## config.mk

```make
export PLATFORM = sky130hd
export DESIGN_NAME = hv_accum_ctrl_flat
export DESIGN_NICKNAME = d
export VERILOG_FILES = /design/src/rtl/hv_accum_ctrl_if.sv /design/src/rtl/hv_accum_ctrl.sv /design/src/flat_wrapper.sv
export SDC_FILE = /design/constraint.sdc
export NUM_CORES = 1
export LEC_CHECK = 0
export ABC_AREA = 0
export CAP_MARGIN = 20
export CORE_MARGIN = 4
export CORE_UTILIZATION = 35
export CTS_BUF_LIST = sky130_fd_sc_hd__clkbuf_4 sky130_fd_sc_hd__clkbuf_8 sky130_fd_sc_hd__clkbuf_16
export DETAILED_ROUTE_END_ITERATION = 8
export PLACE_DENSITY = 0.56
export SYNTH_ARGS = -nofsm -noshare
export SYNTH_HDL_FRONTEND = slang
export SYNTH_SLANG_ARGS = --single-unit
```

## constraint.sdc

```tcl
create_clock -name clk -period 4.07 [get_ports clk]
set_clock_uncertainty 0.05 [all_clocks]
set_input_delay 0.814 -clock clk [delete_from_list [all_inputs] [get_ports clk]]
set_output_delay 0.814 -clock clk [all_outputs]
set_load 0.02 [all_outputs]
```

## src/rtl/hv_accum_ctrl_if.sv

```systemverilog
// Control, element stream and dual-port memory signals of the hypervector accumulate controller.
interface hv_accum_ctrl_if #(
  parameter int DATA_WIDTH = 16,
  parameter int ADDR_WIDTH = 8
);
  logic                  start;
  logic                  mode;
  logic [ADDR_WIDTH-1:0] base_addr;
  logic [ADDR_WIDTH:0]   length;
  logic                  in_valid;
  logic [DATA_WIDTH-1:0] in_data;
  logic                  in_ready;
  logic [ADDR_WIDTH-1:0] rd_addr;
  logic [DATA_WIDTH-1:0] rd_data;
  logic [ADDR_WIDTH-1:0] wr_addr;
  logic [DATA_WIDTH-1:0] wr_data;
  logic                  wr_en;
  logic                  busy;
  logic                  done;
  logic [ADDR_WIDTH:0]   sat_count;

  modport slave (
    input  start, mode, base_addr, length, in_valid, in_data, rd_data,
    output in_ready, rd_addr, wr_addr, wr_data, wr_en, busy, done, sat_count
  );

  modport master (
    output start, mode, base_addr, length, in_valid, in_data, rd_data,
    input  in_ready, rd_addr, wr_addr, wr_data, wr_en, busy, done, sat_count
  );
endinterface

```

## src/rtl/hv_accum_ctrl.sv

```systemverilog
// Saturating read-modify-write bundler (and region clear) over a dual-port memory.
// One element per cycle, write lands 1 cycle after the handshake; in_valid gaps just stall.
module hv_accum_ctrl #(
  parameter int DATA_WIDTH = 16,
  parameter int ADDR_WIDTH = 8,
  parameter int RAM_DEPTH  = 1 << ADDR_WIDTH
) (
  input  logic           clk,
  input  logic           rst_n,
  hv_accum_ctrl_if.slave bus
);
  localparam int                       LW      = ADDR_WIDTH + 1;
  localparam logic [ADDR_WIDTH:0]      DEPTH_C = LW'(RAM_DEPTH);
  localparam logic [ADDR_WIDTH:0]      ONE_C   = LW'(1);
  localparam logic [DATA_WIDTH-1:0]    MAX_C   = {1'b0, {(DATA_WIDTH-1){1'b1}}};
  localparam logic [DATA_WIDTH-1:0]    MIN_C   = {1'b1, {(DATA_WIDTH-1){1'b0}}};

  typedef enum logic [2:0] {S_IDLE, S_ACCUM, S_CLEAR, S_DRAIN, S_DONE} state_t;

  state_t                state_q, state_d;
  logic [ADDR_WIDTH-1:0] base_q, base_d;
  logic [ADDR_WIDTH:0]   len_q, len_d;
  logic [ADDR_WIDTH:0]   idx_q, idx_d;
  logic [ADDR_WIDTH:0]   sat_q, sat_d;
  logic                  wr_en_q, wr_en_d;
  logic [ADDR_WIDTH-1:0] wr_addr_q, wr_addr_d;
  logic [DATA_WIDTH-1:0] wr_data_q, wr_data_d;
  logic [ADDR_WIDTH-1:0] rd_addr_q, rd_addr_d;

  logic [ADDR_WIDTH-1:0] cur_addr;
  logic [DATA_WIDTH:0]   sum_w;
  logic                  sat_hit;
  logic [DATA_WIDTH-1:0] sum_sat;
  logic                  last_idx;

  // One extra bit of sum: overflow shows up as disagreement between the top two bits.
  assign cur_addr = base_q + idx_q[ADDR_WIDTH-1:0];
  assign sum_w    = {bus.rd_data[DATA_WIDTH-1], bus.rd_data} + {bus.in_data[DATA_WIDTH-1], bus.in_data};
  assign sat_hit  = sum_w[DATA_WIDTH] != sum_w[DATA_WIDTH-1];
  assign sum_sat  = sat_hit ? (sum_w[DATA_WIDTH] ? MIN_C : MAX_C) : sum_w[DATA_WIDTH-1:0];
  assign last_idx = idx_q == (len_q - ONE_C);

  always_comb begin
    state_d   = state_q;
    base_d    = base_q;
    len_d     = len_q;
    idx_d     = idx_q;
    sat_d     = sat_q;
    wr_en_d   = 1'b0;
    wr_addr_d = wr_addr_q;
    wr_data_d = wr_data_q;
    rd_addr_d = rd_addr_q;
    case (state_q)
      S_IDLE: begin
        if (bus.start) begin
          base_d = bus.base_addr;
          len_d  = (bus.length > DEPTH_C) ? DEPTH_C : bus.length;
          idx_d  = '0;
          sat_d  = '0;
          if (bus.length == '0)  state_d = S_DONE;
          else if (bus.mode)     state_d = S_CLEAR;
          else                   state_d = S_ACCUM;
        end
      end
      S_ACCUM: begin
        rd_addr_d = cur_addr;
        if (bus.in_valid) begin
          wr_en_d   = 1'b1;
          wr_addr_d = cur_addr;
          wr_data_d = sum_sat;
          idx_d     = idx_q + ONE_C;
          if (sat_hit) sat_d = sat_q + ONE_C;
          if (last_idx) state_d = S_DRAIN;
        end
      end
      S_CLEAR: begin
        wr_en_d   = 1'b1;
        wr_addr_d = cur_addr;
        wr_data_d = '0;
        idx_d     = idx_q + ONE_C;
        if (last_idx) state_d = S_DRAIN;
      end
      S_DRAIN: state_d = S_IDLE;
      S_DONE:  state_d = S_IDLE;
      default: state_d = S_IDLE;
    endcase
  end

  always_ff @(posedge clk) begin
    if (!rst_n) begin
      state_q   <= S_IDLE;
      base_q    <= '0;
      len_q     <= '0;
      idx_q     <= '0;
      sat_q     <= '0;
      wr_en_q   <= 1'b0;
      wr_addr_q <= '0;
      wr_data_q <= '0;
      rd_addr_q <= '0;
    end else begin
      state_q   <= state_d;
      base_q    <= base_d;
      len_q     <= len_d;
      idx_q     <= idx_d;
      sat_q     <= sat_d;
      wr_en_q   <= wr_en_d;
      wr_addr_q <= wr_addr_d;
      wr_data_q <= wr_data_d;
      rd_addr_q <= rd_addr_d;
    end
  end

  // Outside ACCUM the read port parks on the last address it used.
  assign bus.in_ready  = state_q == S_ACCUM;
  assign bus.rd_addr   = (state_q == S_ACCUM) ? cur_addr : rd_addr_q;
  assign bus.wr_en     = wr_en_q;
  assign bus.wr_addr   = wr_addr_q;
  assign bus.wr_data   = wr_data_q;
  assign bus.busy      = state_q != S_IDLE;
  assign bus.done      = (state_q == S_DRAIN) || (state_q == S_DONE);
  assign bus.sat_count = sat_q;
endmodule

```

## src/flat_wrapper.sv

```systemverilog
// flat-port wrapper written by rule: the top's interface ports become plain ports
module hv_accum_ctrl_flat 
#(
  parameter int DATA_WIDTH = 16,
  parameter int ADDR_WIDTH = 8,
  parameter int RAM_DEPTH  = 1 << ADDR_WIDTH
)
  (clk, rst_n, bus_start, bus_mode, bus_base_addr, bus_length, bus_in_valid, bus_in_data, bus_rd_data, bus_in_ready, bus_rd_addr, bus_wr_addr, bus_wr_data, bus_wr_en, bus_busy, bus_done, bus_sat_count);
  hv_accum_ctrl_if #(.DATA_WIDTH(DATA_WIDTH), .ADDR_WIDTH(ADDR_WIDTH)) bus_i ();
  input  logic clk;
  input  logic rst_n;
  input wire logic [$bits(bus_i.start)-1:0] bus_start;
  input wire logic [$bits(bus_i.mode)-1:0] bus_mode;
  input wire logic [$bits(bus_i.base_addr)-1:0] bus_base_addr;
  input wire logic [$bits(bus_i.length)-1:0] bus_length;
  input wire logic [$bits(bus_i.in_valid)-1:0] bus_in_valid;
  input wire logic [$bits(bus_i.in_data)-1:0] bus_in_data;
  input wire logic [$bits(bus_i.rd_data)-1:0] bus_rd_data;
  output wire logic [$bits(bus_i.in_ready)-1:0] bus_in_ready;
  output wire logic [$bits(bus_i.rd_addr)-1:0] bus_rd_addr;
  output wire logic [$bits(bus_i.wr_addr)-1:0] bus_wr_addr;
  output wire logic [$bits(bus_i.wr_data)-1:0] bus_wr_data;
  output wire logic [$bits(bus_i.wr_en)-1:0] bus_wr_en;
  output wire logic [$bits(bus_i.busy)-1:0] bus_busy;
  output wire logic [$bits(bus_i.done)-1:0] bus_done;
  output wire logic [$bits(bus_i.sat_count)-1:0] bus_sat_count;
  assign bus_i.start = bus_start;
  assign bus_i.mode = bus_mode;
  assign bus_i.base_addr = bus_base_addr;
  assign bus_i.length = bus_length;
  assign bus_i.in_valid = bus_in_valid;
  assign bus_i.in_data = bus_in_data;
  assign bus_i.rd_data = bus_rd_data;
  assign bus_in_ready = bus_i.in_ready;
  assign bus_rd_addr = bus_i.rd_addr;
  assign bus_wr_addr = bus_i.wr_addr;
  assign bus_wr_data = bus_i.wr_data;
  assign bus_wr_en = bus_i.wr_en;
  assign bus_busy = bus_i.busy;
  assign bus_done = bus_i.done;
  assign bus_sat_count = bus_i.sat_count;
  hv_accum_ctrl #(.DATA_WIDTH(DATA_WIDTH), .ADDR_WIDTH(ADDR_WIDTH), .RAM_DEPTH(RAM_DEPTH)) u_core (.clk(clk), .rst_n(rst_n), .bus(bus_i));
endmodule
```

==> metrics, run 1 <==
Inserted Clock Buffers=9; final hold violation count=0; post-synthesis sequential area ratio=32.6%; share of synthesized registers carrying an async set or reset=0%; Crit. End Element=output port; utilization after layout=48.0%; leading register cell type out of synthesis=dfxtp_1; Post-Synth XOR/XNOR Area=7.64%; dominant combinational cell family by area after synthesis=simple AND/OR/NAND/NOR gates; Clock Path Buffers=2; count of synthesis-stage warnings from yosys=0; Core Area=12,100 µm²; final setup violation count=0; DR vias=4,028; number of global-route vias before repair=4,008; number of nets produced by synthesis=621; power density cells=381 nW/µm²; Area contributors post-synth=dfxtp_1 (33%), nand2_1 (7.9%), ha_1 (7.5%), xnor2_1 (5.0%), a21boi_0 (4.1%); synthesized instance count=539; path category of the worst min-delay check=flip-flop to flip-flop; post-layout min period=3.84 ns; Max transition margin=48.8%; I/O pins=99; critical path class=flip-flop to output port; mux share of post-synthesis cell area=1.23%; Die Span X=120 µm; effective utilization at floorplan=36.0%; setup repair after global routing missed its margin=false; status=finished, final reports clean; final design instance area without fill=5820 µm²; Slew Limit Fails=0; hold_ws=0.395 ns; post-route clock period utilization=94.3%; Post-Place Cell Area=5510 µm²; TritonCTS clock tree=done; area fraction of the dominant cell type after synthesis=32.6%; die footprint=14,300 µm²; quantity of I/O buffers inserted on ports=98; maximum operating frequency=260 MHz; total wire length after detailed routing=11,500 µm; Netlist Area Pre-Place=4360 µm²; count of max-cap constraint violations=0; cell types with the highest counts after synthesis=nand2_1 (92), dfxtp_1 (71), nor2_1 (45); Crit path required time=3.21 ns; Overflow after GRT=0; remaining antenna violation count=0; slew of the pin with the lowest slew margin=0.765 ns; global-route wire length before repair=19,400 µm; final std cells w/o fill=809; met2 WL=5470 µm; layout net count=718; length of the first detailed-routing pass in iterations=4; growth of design area from synthesis to finish=33.5%; count of flip-flops with a built-in enable after synthesis=0; count of cell types in the netlist=62; Final HPWL DP=8810 µm; antenna violations before repair=0; met1 wire length=5360 µm; largest fanout on the critical path=6; Routed met3 length=554 µm; maximum number of pins on one net before global-route repair=32; startpoint types=flip-flop; adder-cell area share of the yosys netlist=8.39%; Diodes inserted=0; synthesized area per cell=8.08 µm²; Final GP Congestion=0.808; all-layer global routing usage=16.3%; Avg Vias per Cell=4.98; accumulated negative setup slack=0 ns; CTS Hold Buffers Added=0; VDD IR-drop max=0.246 mV; share of layout cells above drive strength 1=6.24%; clock latency reported for the late side of the worst-skew pair=0.33 ns; count of state elements after synthesis=71; clock sink total=71; complex-gate fraction of the synthesized area=21.1%; worst endpoint data arrival time=2.98 ns; Synth area leader=dfxtp_1; routed len/inst=14.2 µm; number of violations reported at the end of detailed-routing iteration 0=161; top-count cell post-synth=nand2_1; deepest level of the CTS H-tree=3; Post-Synth Simple-Gate Area=25.4%; Die H=120 µm; clock slew at the register clock pins of the worst setup and hold paths=0.06 ns; post-route DRC violation count=0; count of filler cells inserted in the layout=1,274; top layer in use=met4; root buffer cell=clkbuf_16; row cnt=40; static power due to leakage=2.19 nW; post-placement cell count=793
## per-layer routing
metal / up-vias / global-route usage, %
li1: 2086 / -
met1: 1837 / 20.8
met2: 92 / 27.5
met3: 13 / 4.15
met4: 0 / 3.87
met5: - / 0
## worst paths after layout
| check | start | to | slack (ns) | depth (start not counted) |
|---|---|---|---|---|
| worst max-delay path | u_core.idx_q[1]$_SDFFE_PN0P_ | bus_rd_addr[7] | 0.23 | 9 |
| worst min register to register | u_core.bus.wr_data[1]$_SDFFE_PN0P_ | u_core.bus.wr_data[1]$_SDFFE_PN0P_ | 0.39 | 2 |
| worst min-delay path | u_core.bus.wr_data[1]$_SDFFE_PN0P_ | u_core.bus.wr_data[1]$_SDFFE_PN0P_ | 0.39 | 2 |
| worst max register to register | u_core.state_q[0]$_SDFFE_PN0P_ | u_core.bus.sat_count[7]$_SDFFE_PN0P_ | 1.42 | 8 |
## power by group
group | switching (mW) | total [mW] | internal [mW]
logic | 0.347 | 0.625 | 0.277
clock network | 0.318 | 0.812 | 0.494
registers | 0.0366 | 0.779 | 0.743
## stage by stage
step | power, mW | worst slack (ns)
final | 2.22 | 0.231
after global routing | 2.34 | 0.0211
after CTS | 2.24 | 0.0707
after detailed placement | 1.42 | 0.149
after global placement | 1.41 | 0.197
after floorplan | 1.19 | 0.988
## cells by family (layout without fill, tap and decap cells)
logic type               Yosys count  in the layout
AND/OR/NAND/NOR                  231            231
multiplexers                       5              5
AO/OA/AOI/OAI                    132            132
buffers and inverters             34            136
flip-flops                        71             71
adder cells (fa/ha/maj)           28             28
XOR/XNOR                          38             38
## registers in the layout, summed over array words and instances, names as in the netlist
name,count
u_core.bus.wr_data,16
u_core.base_q,8
u_core.rd_addr_q,8
u_core.len_q,9
u_core.state_q,3
u_core.bus.sat_count,9
u_core.idx_q,9
u_core.bus.wr_en,1
u_core.bus.wr_addr,8
## worst max-delay path: stages, from the launching register on
cell	delay, ns
dfxtp_2	0.36
ha_1	0.30
a21o_1	0.19
a21oi_1	0.20
nand2b_1	0.13
a21boi_0	0.11
o41a_1	0.35
xnor2_1	0.16
a21oi_1	0.21
clkdlybuf4s50_1	0.63
## cells in the final DEF, fill, tap and decap left out, types with 8 or more instances in the layout
cell type         n
clkdlybuf4s50_1  98
nand2_1          92
dfxtp_1          70
nor2_1           45
a21oi_1          27
ha_1             26
xnor2_1          25
o21ai_0          23
a21boi_0         23
and2_1           17
nand3_1          17
inv_1            13
nor3_1           13
xor2_1           13
a21boi_1          9
nand3b_1          9
clkbuf_16         9
buf_4             8
## what timing repair did
item	CTS	global route
gates resized for setup	0	2
setup buffers	0	0
setup endpoints to repair	0	2
## final cells by class
type,count,area (µm²),share of cell area (%)
Clock buffer,10,239,4.11
Clock inverter,6,68.8,1.18
Inverter,14,57.6,0.989
Multi-Input combinational cell,434,2780,47.8
Sequential cell,71,1420,24.5
Tap cell,168,210,3.61
Timing Repair Buffer,106,1040,17.9
Note: power is estimated with default switching activity, not from simulation.
==> run 2: changes to the inputs <==
--- a/config.mk
+++ b/config.mk
@@ -6,12 +6,13 @@
 export NUM_CORES = 1
 export LEC_CHECK = 0
 export ABC_AREA = 0
-export CAP_MARGIN = 20
 export CORE_MARGIN = 4
 export CORE_UTILIZATION = 35
 export CTS_BUF_LIST = sky130_fd_sc_hd__clkbuf_4 sky130_fd_sc_hd__clkbuf_8 sky130_fd_sc_hd__clkbuf_16
+export CTS_CLUSTER_DIAMETER = 120
 export DETAILED_ROUTE_END_ITERATION = 8
 export PLACE_DENSITY = 0.56
+export SLEW_MARGIN = 20
 export SYNTH_ARGS = -nofsm -noshare
 export SYNTH_HDL_FRONTEND = slang
 export SYNTH_SLANG_ARGS = --single-unit
==> results of run 2 <==
Final layout, timing and power as in run 1 (identical DEF).
